File: config.mk
export PLATFORM = sky130hd
export DESIGN_NAME = mdu_iter
export DESIGN_NICKNAME = d
export VERILOG_FILES = /design/src/rtl/mdu_iter.sv
export SDC_FILE = /design/constraint.sdc
export NUM_CORES = 1
export LEC_CHECK = 0
export ABC_CLOCK_PERIOD_IN_PS = 14000
export CORE_MARGIN = 8
export CORE_UTILIZATION = 36
export CTS_CLUSTER_DIAMETER = 150
export DETAILED_ROUTE_END_ITERATION = 10
export PLACE_DENSITY_LB_ADDON = 0.2
export REMOVE_ABC_BUFFERS = 1
export SLEW_MARGIN = 20
export SYNTH_ARGS = -nofsm -noshare
export SYNTH_HDL_FRONTEND = slang
export SYNTH_SLANG_ARGS = --single-unit
export TNS_END_PERCENT = 100
File: constraint.sdc
create_clock -name clk -period 14 [get_ports clk]
set_clock_uncertainty 0.1 [all_clocks]
set_input_delay 2.1 -clock clk [delete_from_list [all_inputs] [get_ports clk]]
set_output_delay 2.1 -clock clk [all_outputs]
set_load 0.03 [all_outputs]
File: src/rtl/mdu_iter.sv
// Iterative MULT/MULTU/DIV/DIVU unit with architectural HI/LO for the MIPS EX stage.
// Define MDU_FAST_MUL_EN to make MULT/MULTU finish in one cycle; divide stays iterative.
//
//   state | meaning
//   IDLE  | waiting for a mul/div; MTHI/MTLO allowed
//   RUN   | one shift-add or restore step per cycle, WIDTH cycles
//   DONE  | result committed, done_o pulse; MTHI/MTLO allowed
module mdu_iter #(
    parameter int WIDTH = 32
) (
    input  logic             clk,
    input  logic             rst,
    input  logic             start_i,
    input  logic [1:0]       op_i,
    input  logic [WIDTH-1:0] a_i,
    input  logic [WIDTH-1:0] b_i,
    input  logic             flush_i,
    input  logic             wr_hi_i,
    input  logic             wr_lo_i,
    input  logic [WIDTH-1:0] wdata_i,
    output logic             busy_o,
    output logic             done_o,
    output logic [WIDTH-1:0] hi_o,
    output logic [WIDTH-1:0] lo_o
);

    localparam int CW = $clog2(WIDTH + 1);

    typedef enum logic [1:0] {
        IDLE = 2'd0,
        RUN  = 2'd1,
        DONE = 2'd2
    } stateT;

    stateT state;
    stateT stateNext;

    logic [WIDTH-1:0] hiReg;
    logic [WIDTH-1:0] loReg;
    logic [WIDTH-1:0] acc;
    logic [WIDTH-1:0] work;
    logic [WIDTH-1:0] operandB;
    logic [WIDTH-1:0] rawA;
    logic [CW-1:0]    count;
    logic             isDivOp;
    logic             negMain;
    logic             negRem;
    logic             divZero;

    logic             accept;
    logic             lastStep;
    logic             fastPath;
    logic             opSigned;
    logic [WIDTH-1:0] magA;
    logic [WIDTH-1:0] magB;

    assign accept   = (state == IDLE) && start_i && !flush_i;
    assign lastStep = (state == RUN) && (count == CW'(1));
    assign opSigned = ~op_i[0];

    // Negating the most-negative value wraps back to itself, which is the
    // correct unsigned magnitude 2^(WIDTH-1).
    assign magA = (opSigned && a_i[WIDTH-1]) ? -a_i : a_i;
    assign magB = (opSigned && b_i[WIDTH-1]) ? -b_i : b_i;

`ifdef MDU_FAST_MUL_EN
    logic [2*WIDTH-1:0] fastProd;
    logic [2*WIDTH-1:0] fastFixed;

    assign fastPath  = ~op_i[1];
    assign fastProd  = {{WIDTH{1'b0}}, magA} * {{WIDTH{1'b0}}, magB};
    assign fastFixed = (opSigned && (a_i[WIDTH-1] ^ b_i[WIDTH-1])) ? -fastProd : fastProd;
`else
    assign fastPath = 1'b0;
`endif

    // One datapath step: acc holds the high product / partial remainder,
    // work holds the multiplier being consumed / quotient being built.
    logic [WIDTH:0]     mulSum;
    logic [WIDTH:0]     divShift;
    logic [WIDTH:0]     divDiff;
    logic               divFits;
    logic [WIDTH-1:0]   stepAcc;
    logic [WIDTH-1:0]   stepWork;
    logic [2*WIDTH-1:0] product;
    logic [2*WIDTH-1:0] prodFixed;
    logic [WIDTH-1:0]   resHi;
    logic [WIDTH-1:0]   resLo;

    assign mulSum   = {1'b0, acc} + (work[0] ? {1'b0, operandB} : '0);
    assign divShift = {acc, work[WIDTH-1]};
    assign divDiff  = divShift - {1'b0, operandB};
    assign divFits  = ~divDiff[WIDTH];

    always_comb begin
        stepAcc  = mulSum[WIDTH:1];
        stepWork = {mulSum[0], work[WIDTH-1:1]};
        if (isDivOp) begin
            stepAcc  = divFits ? divDiff[WIDTH-1:0] : divShift[WIDTH-1:0];
            stepWork = {work[WIDTH-2:0], divFits};
        end
    end

    assign product   = {stepAcc, stepWork};
    assign prodFixed = negMain ? -product : product;

    always_comb begin
        resHi = prodFixed[2*WIDTH-1:WIDTH];
        resLo = prodFixed[WIDTH-1:0];
        if (isDivOp) begin
            if (divZero) begin
                resHi = rawA;
                resLo = '1;
            end else begin
                resHi = negRem  ? -stepAcc  : stepAcc;
                resLo = negMain ? -stepWork : stepWork;
            end
        end
    end

    always_ff @(posedge clk) begin
        if (rst) begin
            state <= IDLE;
        end else begin
            state <= stateNext;
        end
    end

    always_comb begin
        stateNext = state;
        case (state)
            IDLE: begin
                if (accept) begin
                    stateNext = fastPath ? DONE : RUN;
                end
            end
            RUN: begin
                if (flush_i) begin
                    stateNext = IDLE;
                end else if (lastStep) begin
                    stateNext = DONE;
                end
            end
            DONE:    stateNext = IDLE;
            default: stateNext = IDLE;
        endcase
    end

    always_comb begin
        busy_o = accept || (state == RUN);
        done_o = (state == DONE);
    end

    always_ff @(posedge clk) begin
        if (rst) begin
            hiReg    <= '0;
            loReg    <= '0;
            acc      <= '0;
            work     <= '0;
            operandB <= '0;
            rawA     <= '0;
            count    <= '0;
            isDivOp  <= 1'b0;
            negMain  <= 1'b0;
            negRem   <= 1'b0;
            divZero  <= 1'b0;
        end else begin
            case (state)
                IDLE: begin
                    if (accept) begin
                        acc      <= '0;
                        work     <= magA;
                        operandB <= magB;
                        rawA     <= a_i;
                        isDivOp  <= op_i[1];
                        negMain  <= opSigned && (a_i[WIDTH-1] ^ b_i[WIDTH-1]);
                        negRem   <= opSigned && a_i[WIDTH-1];
                        divZero  <= op_i[1] && (b_i == '0);
                        count    <= fastPath ? '0 : CW'(WIDTH);
                    end
`ifdef MDU_FAST_MUL_EN
                    if (accept && fastPath) begin
                        hiReg <= fastFixed[2*WIDTH-1:WIDTH];
                        loReg <= fastFixed[WIDTH-1:0];
                    end else begin
                        if (wr_hi_i) hiReg <= wdata_i;
                        if (wr_lo_i) loReg <= wdata_i;
                    end
`else
                    if (wr_hi_i) hiReg <= wdata_i;
                    if (wr_lo_i) loReg <= wdata_i;
`endif
                end
                RUN: begin
                    if (flush_i) begin
                        count <= '0;
                    end else begin
                        acc   <= stepAcc;
                        work  <= stepWork;
                        count <= count - CW'(1);
                        if (lastStep) begin
                            hiReg <= resHi;
                            loReg <= resLo;
                        end
                    end
                end
                DONE: begin
                    if (wr_hi_i) hiReg <= wdata_i;
                    if (wr_lo_i) loReg <= wdata_i;
                end
                default: ;
            endcase
        end
    end

    assign hi_o = hiReg;
    assign lo_o = loReg;

endmodule

-- Word level (Yosys, flattened, before mapping)
Cells that the tools add are included.
- $mul: 0
- bitwise logic cells: 3
- magnitude comparators: 0
- $add $sub $neg: 8
- mux-type cells: 34
- equal/unequal tests: 9
- reduce and logical (&&, ||, !) cells: 20
- div/mod/pow operators: 0
- shifts and indexed selects: 0
- operator list (operator ; count):
    $mux 32 ; 22
    $pmux 32 s2 ; 4
    $neg 32->32 ; 4
    $mux 64 ; 1
    $neg 64->64 ; 1
    $add 32x32->33 ; 1
    $sub 33x32->33 ; 1
    $logic_not 32->1 ; 1
    $mux 6 ; 2
    $pmux 6 s2 ; 1
    $reduce_and 4->1 ; 2
    $logic_and 1x1->1 ; 7
    $eq 6x1->1 const B ; 1
    $mux 2 ; 3
    $ne 2x2->1 const B ; 3
    $reduce_and 2->1 ; 3
    $sub 6x1->6 const B ; 1
    $ne 2x1->1 const B ; 2
    $pmux 2 s2 ; 1
    $reduce_bool 2->1 ; 2
    $ne 3x3->1 const B ; 1
    $reduce_and 3->1 ; 1
    $eq 2x1->1 const B ; 1
    $eq 2x2->1 const B ; 1
    6 further kinds ; 7
- memory bits (read-only): 0
- word-level logic and storage cells: 86
- memory bits (writable): 0
- memories: 0
- input bits: 104
- bits in registers: 204
- latch bits: 0

-- Longest topological paths before layout
- depth in word-level cells: 10
- gate-level depth with buffers: 26
- gate-level depth less buffers: 23

-- Worst setup path before layout
OpenSTA, ideal clock, no wires.
- path kind: register to register
- start: reg work[31]
- end: reg hiReg[30] (netlist: hi_o[30])
- stages on the path, launching flop included: 26
- buffers on the path: 3
- data arrival time: 5296 ps
- library setup time: 79 ps
- path slack: 8525 ps
- path through: dfxtp_1 -> inv_1 -> ha_1 -> inv_1 -> fa_1 -> a211oi_1 -> o211ai_2 -> a41oi_4 -> a211o_1 -> buf_6 -> a211o_2 -> buf_6 -> buf_6 -> nor2_1 -> a21oi_1 -> ha_1 -> o21ai_0 -> nor4_1 -> nand3_1 -> nor3_1 -> nand2_1 -> or4_1 -> o41ai_2 -> xnor2_1 -> or3_1 -> o211ai_1
- word-level cells in the longest chain between the ends: 10
- elaborated cells between the ends (all ways): 14
- ends and longest elaborated chain (what ; line ; source):
    start, declared ; 41 ; logic [WIDTH-1:0] work;
    start signal, assigned ; 172 ; work <= magA;
    start signal, assigned ; 199 ; work <= stepWork;
    $sub 33x32->33 ; 92 ; assign divDiff = divShift - {1'b0, operandB};
    $mux 32 ; 99 ; stepAcc = divFits ? divDiff[WIDTH-1:0] : divShift[WIDTH-1:0];
    $mux 32 ; 98 ; if (isDivOp) begin
    $neg 32->32 ; 115 ; resHi = negRem ? -stepAcc : stepAcc;
    $mux 32 ; 115 ;
    $mux 32 ; 111 ; if (divZero) begin
    $mux 32 (*) ; 110 ; if (isDivOp) begin
    $mux 32 (*) ; 201 ; if (lastStep) begin
    $mux 32 (*) ; 195 ; if (flush_i) begin
    $pmux 32 s2 (*) ; 168 ; case (state)
    end signal, assigned ; 190 ; if (wr_hi_i) hiReg <= wdata_i;
    end signal, assigned ; 202 ; hiReg <= resHi;
    end signal, assigned ; 208 ; if (wr_hi_i) hiReg <= wdata_i;
    end, declared ; 38 ; logic [WIDTH-1:0] hiReg;
Mark *: on every way between the ends. The rest lies on a longest branch, timed or not. The select of a mux whose other input is x is not followed.
A chain may end at the register's enable or synchronous reset.

-- Final worst setup path
Same ends and word-level chain as after synthesis.

==> flow_metrics.tcl <==
set metrics [dict create \
    synth_edf_count 0 \
    antenna_cells 0 \
    seq_area_frac_synth 0.2344 \
    drt_iter0_markers 1903 \
    grt_max_degree 75 \
    tns_ps 0 \
    routed_wl_mm 72.69 \
    fillers 4881 \
    synth_area_um2 17420 \
    multi_input_area_um2 12440 \
    fin_nets 2687 \
    worstHoldPathCells 2 \
    p_leak_nw 7.630 \
    yosys_register_bits 204 \
    ioPinCount 170 \
    gp_congestion 0.9484 \
    pre_cts_ws_ps 7171 \
    r2r_slack_ps 6990 \
    grt_antenna_before_repair 1 \
    cts.sinks 204 \
    dp.final_hpwl_mm 55.84 \
    yosysTopAreaCell "dfxtp_1" \
    worst_pin_slew_ps 1099 \
    ant_nets 0 \
    worst-r2r-cell-count 22 \
    dpl.cell_count 3096 \
    grt-ovfl-total 0 \
    start_kind "flip-flop" \
    grt_pass1_wl_mm 110.4 \
    status "finished, final reports clean" \
    setup_ws_ps 6988 \
    clk_latency_ps 580 \
    grtUsageTotal 0.2482 \
    firstDrtPassIters 7 \
    ys_warn_count 0 \
    cts_tree "yes" \
    cp.required_ps 14410 \
    layout_min_cycle_time_ps 7012 \
    cts_max_path_buffers 3 \
    powerDensity_nw_per_um2 93.29 \
    reg2reg_from "work[31]" \
    rows 80 \
    wl_per_cell_um 23.10 \
    utilization 0.4294 \
    ys.flop_type "dfxtp_1" \
    die_h_um 236.0 \
    critPathMaxFanout 7 \
    synth_commonest_cells "nand2_1, a21oi_1, nor2_1" \
    setup_viol_count_final 0 \
    avgSynthCellArea_um2 7.176 \
    timing.slew.headroom 0.2465 \
    cts_max_level 1 \
    hp-start "lo_o[31]" \
    rsz0062_at_grt "false" \
    drc_errors 0 \
    synth.area.top_cells "dfxtp_1, a21oi_1, nand2_1" \
    yosysTopAreaCellShare 0.2344 \
    maxSlewViolCount 0 \
    finalHoldViolations 0 \
    reg2reg_to "hi_o[30]" \
    ff_latch_area_um2 4090 \
    async_flop_share 0 \
    vias 19130 \
    drive_above_1_share 0.05687 \
    max-cap-violations 0 \
    timing.final.crit_share 0.5008 \
    initial_utilization 0.3649 \
    cts_root_buf "clkbuf_16" \
    die_w_um 236.0 \
    fin_cells 3147 \
    placed_cell_area_um2 19580 \
    max-vdd-ir-drop_mv 0.08992 \
    postCtsHoldBufs 0 \
    syn_inst 2428 \
    synth.most_common_cell "nand2_1" \
    end_kind "flip-flop" \
    holdPathEnd "lo_o[31]" \
    final_cell_area_um2 20500 \
    cts_inserted_buffers 27 \
    die-area_um2 55690 \
    cts.reportedPaths.clkPinSlew_ps 60 \
    grt_pass1_vias 18310 \
    arrival_ps 7420 \
    numPortBuffers 169 \
    ys_types 95 \
    core_um2 47750 \
    via_per_inst 6.079 \
    post_cts_buffers 0 \
    worstSetupPathType "reg2reg" \
    area_delta_synth_final_pct 17.66 \
    cts.repair.resized 0 \
    hold_path.class "reg2reg" \
    fmax_ghz 0.1426 \
]
## state kept, by name (all words and copies together), names as in the netlist
name	cells
acc	32
count	6
divZero	1
hi_o	32
isDivOp	1
lo_o	32
negMain	1
negRem	1
operandB	32
rawA	32
state	2
work	32
## kinds of logic (layout without fill, tap and decap cells)
| family | Yosys count | after routing | share of synthesized area |
|---|---|---|---|
| multiplexers | 59 | 59 | 0.03490 |
| AND/OR/NAND/NOR | 902 | 902 | 0.2418 |
| buffers and inverters | 232 | 336 | 0.05307 |
| XOR/XNOR | 169 | 169 | 0.08496 |
| flip-flops | 204 | 204 | 0.2344 |
| AO/OA/AOI/OAI | 790 | 790 | 0.2983 |
| adder cells (fa/ha/maj) | 72 | 72 | 0.05257 |
## where the power goes
part | leakage [nW] | switching, mW | internal, mW
registers | 1.67 | 0.0343 | 0.616
logic | 5.51 | 0.347 | 0.201
clock network | 0.447 | 0.300 | 0.414
## worst max-delay path by stage
| stage | startpoint | endpoint | slack (ps) | depth (start not counted) |
|---|---|---|---|---|
| floorplan | flush_i | work[28] | -1360 | 4 |
| finish | work[31] | hi_o[30] | 6990 | 22 |
| global placement | work[31] | hi_o[30] | 7350 | 22 |
| detailed placement | work[31] | hi_o[30] | 7170 | 22 |
| CTS | work[31] | hi_o[30] | 7120 | 22 |
| global route | work[31] | hi_o[30] | 6540 | 22 |
## layout make-up
type / count / area share
clock buffers: 43 / 0.04126
clock inverters: 7 / 0.002747
inverters: 76 / 0.01392
multi-input cells: 1992 / 0.6071
flip-flops and latches: 204 / 0.1995
well taps: 615 / 0.03754
repair buffers: 210 / 0.09796
## worst max-delay path: stages, from the launching register on
cell	delay [ps]
dfxtp_1	320
inv_1	70
ha_1	160
inv_1	50
fa_1	420
a211oi_1	390
o211ai_2	180
a41oi_4	380
a211o_1	390
a211o_2	230
nor2_1	120
a21oi_1	270
ha_1	220
o21ai_0	230
nor4_1	710
nand3_1	460
nor3_1	560
nand2_1	300
or4_1	530
o41ai_2	360
xnor2_1	90
or3_1	320
o211ai_1	80
## per-layer routing
layer | vias up | GRT usage | routed length [um]
met2 | 744 | 0.4018 | 32870
met3 | 123 | 0.03847 | 4859
met1 | 9219 | 0.3333 | 32580
met5 | - | 0 | 11
met4 | 2 | 0.08271 | 2378
li1 | 9044 | - | -
## through the flow
step / hold slack (ps) / power (mW)
floorplan: 326.7 / 0.9876
global placement: 343.6 / 1.197
detailed placement: 343.6 / 1.199
CTS: 351.9 / 1.917
global route: 368.9 / 1.996
finish: 347.3 / 1.912
## cell usage in the layout, fill, tap and decap left out, drive strengths merged, types with 31 or more instances in the layout
master	count
o211ai	46
a211oi	68
clkdlybuf4s50	168
a21oi	258
dfxtp	204
xor2	79
or3	32
nand3	41
and2	44
nor3	75
nor2	250
xnor2	90
o21ai	138
nand2	309
o221ai	42
inv	75
mux2i	45
buf	42
ha	70
a21o	31
clkbuf	43
Power figures use the tool's default switching activity.
